--- src/rtl/frame_buffer_pp.sv ---
// frame_buffer_pp: ping-pong frame store for an NxNxN LED cube with source select,
// built-in static/sweep patterns and accepted/dropped frame statistics.
module frame_buffer_pp #(
    parameter int N    = 8,
    parameter int NSRC = 2,
    parameter int HOLD = 4
) (
    input  logic                  clk,
    input  logic                  rst,
    input  logic [1:0]            display_mode,
    input  logic [3:0]            display_sel,
    input  logic [NSRC*N*N*N-1:0] src_frame_flat,
    input  logic [NSRC-1:0]       src_valid,
    input  logic                  scan_done,
    output logic [N*N*N-1:0]      frame_cube_flat,
    output logic                  swap_pending,
    output logic [31:0]           frame_cnt,
    output logic [15:0]           drop_cnt
);
    localparam int FW = N * N * N;
    localparam int IW = $clog2(N);

    logic [FW-1:0]    front_q, front_d, back_q, back_d;
    logic             pending_q, pending_d;
    logic [31:0]      frame_cnt_q, frame_cnt_d;
    logic [15:0]      drop_cnt_q, drop_cnt_d;
    logic [IW-1:0]    sweep_idx_q, sweep_idx_d;
    logic [7:0]       hold_cnt_q, hold_cnt_d;
    logic [1:0]       mode_q;
    logic [3:0]       sel_q;
    logic [15:0]      valid_x;
    logic [16*FW-1:0] frames_x;
    logic             changed, is_static, in_range, accept, swap, sweep_on;

    function automatic logic [FW-1:0] gen_pattern(input logic [3:0] sel, input logic [IW-1:0] idx);
        logic [FW-1:0] p;
        logic ex, ey, ez;
        p = '0;
        for (int z = 0; z < N; z++)
            for (int y = 0; y < N; y++)
                for (int x = 0; x < N; x++) begin
                    ex = (x == 0) || (x == N - 1);
                    ey = (y == 0) || (y == N - 1);
                    ez = (z == 0) || (z == N - 1);
                    p[z*N*N + y*N + x] = (sel == 4'd0) ? 1'b1 :
                                         (sel == 4'd2) ? (2'(ex) + 2'(ey) + 2'(ez) >= 2'd2) :
                                         (sel == 4'd3) ? (z == int'(idx)) :
                                         (sel == 4'd4) ? (x == int'(idx)) :
                                         (sel == 4'd5) ? (y == int'(idx)) : 1'b0;
                end
        return p;
    endfunction

    always_comb begin
        valid_x = '0;
        valid_x[NSRC-1:0] = src_valid;
        frames_x = '0;
        frames_x[NSRC*FW-1:0] = src_frame_flat;
        // A mode/sel change discards pending content and suppresses everything else that cycle
        changed   = (display_mode != mode_q) || (display_sel != sel_q);
        is_static = display_mode == 2'd0;
        in_range  = {1'b0, display_sel} < 5'(NSRC);
        accept    = display_mode == 2'd1 && in_range && valid_x[display_sel] && !changed;
        swap      = scan_done && pending_q && !changed;
        sweep_on  = is_static && display_sel >= 4'd3 && display_sel <= 4'd5;
        front_d   = swap ? back_q : front_q;
        back_d    = changed ? back_q :
                    is_static ? gen_pattern(display_sel, sweep_idx_q) :
                    accept ? frames_x[display_sel*FW +: FW] : back_q;
        pending_d = changed ? 1'b0 : is_static ? 1'b1 : swap ? accept : (accept || pending_q);
        frame_cnt_d = frame_cnt_q + 32'(accept);
        drop_cnt_d  = drop_cnt_q + 16'(accept && pending_q && !swap && drop_cnt_q != 16'hFFFF);
        hold_cnt_d  = changed ? 8'd0 :
                      (sweep_on && scan_done) ? (hold_cnt_q == 8'(HOLD - 1) ? 8'd0 : hold_cnt_q + 8'd1) :
                      hold_cnt_q;
        sweep_idx_d = changed ? '0 :
                      (sweep_on && scan_done && hold_cnt_q == 8'(HOLD - 1)) ?
                      (sweep_idx_q == IW'(N - 1) ? '0 : sweep_idx_q + 1'b1) : sweep_idx_q;
    end

    always_ff @(posedge clk) begin
        if (rst) begin
            front_q     <= '0;
            back_q      <= '0;
            pending_q   <= 1'b0;
            frame_cnt_q <= '0;
            drop_cnt_q  <= '0;
            sweep_idx_q <= '0;
            hold_cnt_q  <= '0;
            mode_q      <= '0;
            sel_q       <= '0;
        end else begin
            front_q     <= front_d;
            back_q      <= back_d;
            pending_q   <= pending_d;
            frame_cnt_q <= frame_cnt_d;
            drop_cnt_q  <= drop_cnt_d;
            sweep_idx_q <= sweep_idx_d;
            hold_cnt_q  <= hold_cnt_d;
            mode_q      <= display_mode;
            sel_q       <= display_sel;
        end
    end

    assign frame_cube_flat = front_q;
    assign swap_pending    = pending_q;
    assign frame_cnt       = frame_cnt_q;
    assign drop_cnt        = drop_cnt_q;
endmodule

--- config.mk ---
export PLATFORM = sky130hd
export DESIGN_NAME = frame_buffer_pp
export DESIGN_NICKNAME = d
export VERILOG_FILES = /design/src/rtl/frame_buffer_pp.sv
export SDC_FILE = /design/constraint.sdc
export NUM_CORES = 2
export LEC_CHECK = 0
export CAP_MARGIN = 10
export CELL_PAD_IN_SITES_DETAIL_PLACEMENT = 0
export CELL_PAD_IN_SITES_GLOBAL_PLACEMENT = 2
export CORE_AREA = 10 10 606 608
export DETAILED_ROUTE_END_ITERATION = 8
export DIE_AREA = 0 0 616 618
export MAX_ROUTING_LAYER = met4
export PLACE_DENSITY = 0.6
export SETUP_SLACK_MARGIN = 0.1
export SLEW_MARGIN = 10
export SYNTH_ARGS = -nofsm -noshare
export SYNTH_HDL_FRONTEND = slang
export SYNTH_SLANG_ARGS = --single-unit
--- constraint.sdc ---
create_clock -name clk -period 10.3 [get_ports clk]
set_clock_uncertainty 0.1 [all_clocks]
set_input_delay 3.09 -clock clk [delete_from_list [all_inputs] [get_ports clk]]
set_output_delay 3.09 -clock clk [all_outputs]
set_load 0.03 [all_outputs]
==> impl_metrics.prom <==
# TYPE chip_impl_metric gauge
chip_impl_metric{name="ff_latch_area",unit="mm²"} 0.0218
chip_impl_metric{name="routed_wl",unit="µm"} 493000
chip_impl_info{name="synth_top_cells_by_count",value="1090 x dfxtp_1, 1075 x nand2_1, 925 x nor2_1, 556 x a21oi_1, 518 x nor3_1"} 1
chip_impl_metric{name="power-per-cell-area",unit="mW/mm²"} 148
chip_impl_metric{name="clk_pin_slew",unit="ns"} 0.06
chip_impl_info{name="timing.critical_path.cells",value="clkdlybuf4s50_1 > nor3_2 > nand2_1 > a2111o_2 > buf_12 > a211oi_1 > nor3_1"} 1
chip_impl_metric{name="setup_tns_final",unit="ns"} 0
chip_impl_metric{name="placedCellCount",unit=""} 12100
chip_impl_info{name="post-synth-top-area-cell",value="dfxtp_1"} 1
chip_impl_metric{name="crit_cells",unit=""} 7
chip_impl_metric{name="die_width",unit="µm"} 616
chip_impl_info{name="clk_root_buffer_cell",value="clkbuf_16"} 1
chip_impl_metric{name="max_clock_freq",unit="MHz"} 153
chip_impl_metric{name="cts_sinks",unit=""} 1090
chip_impl_metric{name="share_clk_of_total_power",unit=""} 0.507
chip_impl_metric{name="cts-resized-gates",unit=""} 0
chip_impl_info{name="synthFlopType",value="dfxtp_1"} 1
chip_impl_info{name="worst_hold_startpoint",value="back_q[420]$_SDFFE_PP0P_"} 1
chip_impl_metric{name="finalWeightedCongestion",unit=""} 0.977
chip_impl_metric{name="postSynthAreaPerCell",unit="µm²"} 8.24
chip_impl_metric{name="hold_buffers_post_cts",unit=""} 0
chip_impl_metric{name="initialDrtViolationCount",unit=""} 5066
chip_impl_info{name="yosys-top-cells-area",value="dfxtp_1 43%, nand2_1 8.0%, mux2i_1 7.3%"} 1
chip_impl_metric{name="ys_ff_latch",unit=""} 1090
chip_impl_metric{name="synthToLayoutAreaGrowth",unit="%"} 53.5
chip_impl_metric{name="worst_r2r_path_depth",unit=""} 8
chip_impl_metric{name="drc_errors",unit=""} 0
chip_impl_metric{name="worstSkewPairLatency",unit="ns"} 0.90
chip_impl_metric{name="comb_power_share",unit=""} 0.123
chip_impl_info{name="critPathCaptureType",value="register"} 1
chip_impl_metric{name="finalSetupViolations",unit=""} 0
chip_impl_metric{name="synth.cell_area",unit="mm²"} 0.0505
chip_impl_metric{name="max-slew-margin-rel",unit=""} 0.135
chip_impl_info{name="timing.critical_path.slowest_stage_cell",value="a211oi_1"} 1
chip_impl_metric{name="antenna_found_initial",unit=""} 472
chip_impl_metric{name="layout-drive-gt1-share",unit=""} 0.110
chip_impl_metric{name="first_pass_grt_wire_length",unit="µm"} 613000
chip_impl_metric{name="post_synthesis_instance_total",unit=""} 6131
chip_impl_info{name="r2r-start",value="sweep_idx_q[2]$_SDFFE_PP0P_"} 1
chip_impl_metric{name="multi_input_gate_area",unit="mm²"} 0.0264
chip_impl_metric{name="via_count_of_the_first_global_routing_pass",unit=""} 52600
chip_impl_metric{name="max_slew.worst_pin.slew",unit="ns"} 1.29
chip_impl_metric{name="synth.yosys.seq_area_share",unit=""} 0.432
chip_impl_metric{name="p_leak",unit="µW"} 0.0267
chip_impl_info{name="holdCritPathClass",value="reg2reg"} 1
chip_impl_metric{name="floorplan.initialDensity",unit=""} 0.142
chip_impl_metric{name="design.die.area",unit="mm²"} 0.381
chip_impl_metric{name="post_synth_num_cell_types",unit=""} 77
chip_impl_metric{name="power.internal",unit="µW"} 8200
chip_impl_metric{name="finalCriticalPeriod",unit="ns"} 6.54
chip_impl_metric{name="std_cell_rows",unit=""} 219
chip_impl_metric{name="cts_max_level",unit=""} 4
chip_impl_metric{name="placement.io_buffers",unit=""} 1595
chip_impl_metric{name="switching_share",unit=""} 0.283
chip_impl_info{name="worstSetupPathType",value="in2reg"} 1
chip_impl_metric{name="p_switching",unit="µW"} 3240
chip_impl_metric{name="num_vias",unit=""} 55300
chip_impl_metric{name="routed_wire_length_per_instance",unit="µm"} 39.1
chip_impl_metric{name="tritoncts.num_buffers",unit=""} 157
chip_impl_info{name="cts_tree",value="done"} 1
chip_impl_metric{name="final-hold-violation-count",unit=""} 0
chip_impl_metric{name="design.final.nets",unit=""} 8531
chip_impl_metric{name="synth_edf_count",unit=""} 0
chip_impl_metric{name="async_reset_ff_frac",unit=""} 0
chip_impl_info{name="worst_setup_path_startpoint",value="display_sel[3]"} 1
chip_impl_metric{name="critPathMaxStageDelay",unit="ns"} 1.13
chip_impl_metric{name="crit_fanout",unit=""} 103
chip_impl_metric{name="vias_per_cell",unit=""} 4.40
chip_impl_metric{name="dr.pass1.iters",unit=""} 6
chip_impl_metric{name="vdd_ir_drop_max",unit="mV"} 0.114
chip_impl_metric{name="worstPathArrival",unit="ns"} 7.14
chip_impl_metric{name="critical_path_required",unit="ns"} 10.90
chip_impl_info{name="cp-start-kind",value="input port"} 1
chip_impl_info{name="status",value="finished clean"} 1
chip_impl_metric{name="cap_viol_max_count",unit=""} 0
chip_impl_metric{name="grt_resource_usage_total",unit=""} 0.252
chip_impl_metric{name="fp.dieH",unit="µm"} 618
chip_impl_metric{name="report.final.slew_viol_count",unit=""} 0
chip_impl_metric{name="pin_count_of_the_biggest_net_entering_global_routing",unit=""} 183
chip_impl_metric{name="syn_nets",unit=""} 7178
chip_impl_info{name="synth.most_common_cell",value="dfxtp_1"} 1
chip_impl_metric{name="cts_max_path_buffers",unit=""} 4
chip_impl_metric{name="num-fill-cells",unit=""} 39100
chip_impl_metric{name="post-cts-setup-buffer-count",unit=""} 0
chip_impl_metric{name="route.antenna.remaining_nets",unit=""} 0
chip_impl_metric{name="synth_top_area_share",unit=""} 0.432
chip_impl_metric{name="hold_path_depth",unit=""} 2
chip_impl_metric{name="total_number_of_yosys_warnings",unit=""} 0
chip_impl_metric{name="final_min_period_over_clock_period",unit=""} 0.634
chip_impl_metric{name="grt-ovfl-total",unit=""} 0
chip_impl_metric{name="p_seq_frac",unit=""} 0.371
chip_impl_metric{name="crit_buf_inv",unit=""} 2
chip_impl_metric{name="pin_count",unit=""} 1596
chip_impl_metric{name="instances_no_fill",unit=""} 12600
chip_impl_metric{name="dp_hpwl",unit="µm"} 384000
chip_impl_info{name="grt_setup_unrepaired",value="no"} 1
chip_impl_info{name="cpLargestDelayFamily",value="compound AO/OA/AOI/OAI gates"} 1
chip_impl_metric{name="coreArea",unit="mm²"} 0.355
## worst register-to-register path: cells and delay by family, from the launching register on
kind,cells,cell delay (ns)
DFF,1,0.97
AOI/OAI and AO/OA,1,0.33
adders and majority gates,1,0.39
buffers and inverters,2,0.59
and+or+nand+nor,4,1.47
## path summary, 6_finish.rpt
kind,end,slack [ns]
worst min register to register,frame_cube_flat[420]$_SDFFE_PP0P_,0.33
worst max-delay path,back_q[334]$_SDFFE_PP0P_,3.76
worst max register to register,back_q[30]$_SDFFE_PP0P_,6.25
worst min-delay path,frame_cube_flat[420]$_SDFFE_PP0P_,0.33
## metrics by stage
| stage | setup slack (ns) | utilization | hold slack, ns | total power [µW] | cell area, µm² |
|---|---|---|---|---|---|
| finish | 3.76 | 0.218 | 0.329 | 11400 | 77500 |
| global route | 3.79 | 0.218 | 0.363 | 11800 | 77400 |
| CTS | 3.93 | 0.217 | 0.327 | 11600 | 76900 |
| detailed placement | 3.01 | 0.202 | 0.343 | 5750 | 71600 |
| global placement | 2.97 | 0.202 | 0.338 | 5750 | 71600 |
| floorplan | 4.79 | - | 0.332 | 4760 | 50500 |
## registers in the layout (all words and copies together) (netlist names)
signal           flops
frame_cnt           32
sweep_idx_q          3
hold_cnt_q           8
sel_q                4
mode_q               2
swap_pending         1
back_q             512
frame_cube_flat    512
drop_cnt            16
## cells in the final DEF (no fill, tap or decap), types with 9 or more instances in the layout
master / Yosys / final
o22ai_1: 78 / 78
mux2i_1: 370 / 370
o211ai_1: 24 / 24
and4_1: 11 / 11
nand4_1: 24 / 24
nor3_2: 49 / 49
o21ai_0: 47 / 38
diode_2: 0 / 239
nand2_1: 1075 / 1051
nor3_1: 518 / 517
buf_4: 32 / 132
mux2_2: 144 / 144
bufinv_16: 0 / 10
clkbuf_1: 256 / 29
xnor2_1: 22 / 22
nor2b_1: 16 / 16
a211oi_1: 223 / 222
clkbuf_16: 0 / 161
nor2_1: 925 / 921
ha_1: 12 / 12
or3_1: 11 / 10
a211oi_2: 12 / 13
a21o_1: 10 / 10
nand3_1: 43 / 36
nand2_2: 1 / 20
clkbuf_8: 0 / 41
and3_1: 11 / 11
a21oi_1: 556 / 555
clkdlybuf4s50_1: 0 / 1591
and3b_1: 9 / 9
buf_12: 0 / 21
a221oi_1: 9 / 9
dfxtp_1: 1090 / 1089
o21ai_1: 10 / 12
clkinv_2: 0 / 16
a221oi_2: 133 / 133
xor2_1: 26 / 26
## power by group through the flow
stage | logic, µW | clock network, µW | registers, µW
final | 1400 | 5800 | 4240
after global routing | 1440 | 6090 | 4240
after CTS | 1420 | 5980 | 4240
after detailed placement | 1420 | 0 | 4330
after global placement | 1410 | 0 | 4330
after floorplan | 432 | 0 | 4330
## cell type report
type                            count  share of cell area
Timing Repair Buffer             1747               0.224
Tap cell                         4751              0.0767
Multi-Input combinational cell   4480               0.341
Clock inverter                     41             0.00754
Sequential cell                  1090               0.282
Inverter                            8            0.000388
Clock buffer                      231              0.0607
Antenna cell                      239             0.00772
## layer usage
metal | up-vias | global-route usage | wire length (µm)
li1 | 24400 | - | -
met1 | 27400 | 0.289 | 200000
met2 | 2701 | 0.405 | 229000
met3 | 816 | 0.0910 | 43000
met4 | 0 | 0.0874 | 20600
met5 | - | - | 0
## kinds of logic (layout without fill, tap and decap cells)
family | Yosys count | count (layout) | share of synthesized area
simple gates | 2766 | 2766 | 0.238
compound gates | 1140 | 1140 | 0.160
flops | 1090 | 1090 | 0.432
buf+inv | 561 | 2027 | 0.0534
mux | 514 | 514 | 0.105
xor+xnor | 48 | 48 | 0.00833
fa+ha+maj | 12 | 12 | 0.00297
other cells | 0 | 239 | 0
(Power assumes the default switching activity.)
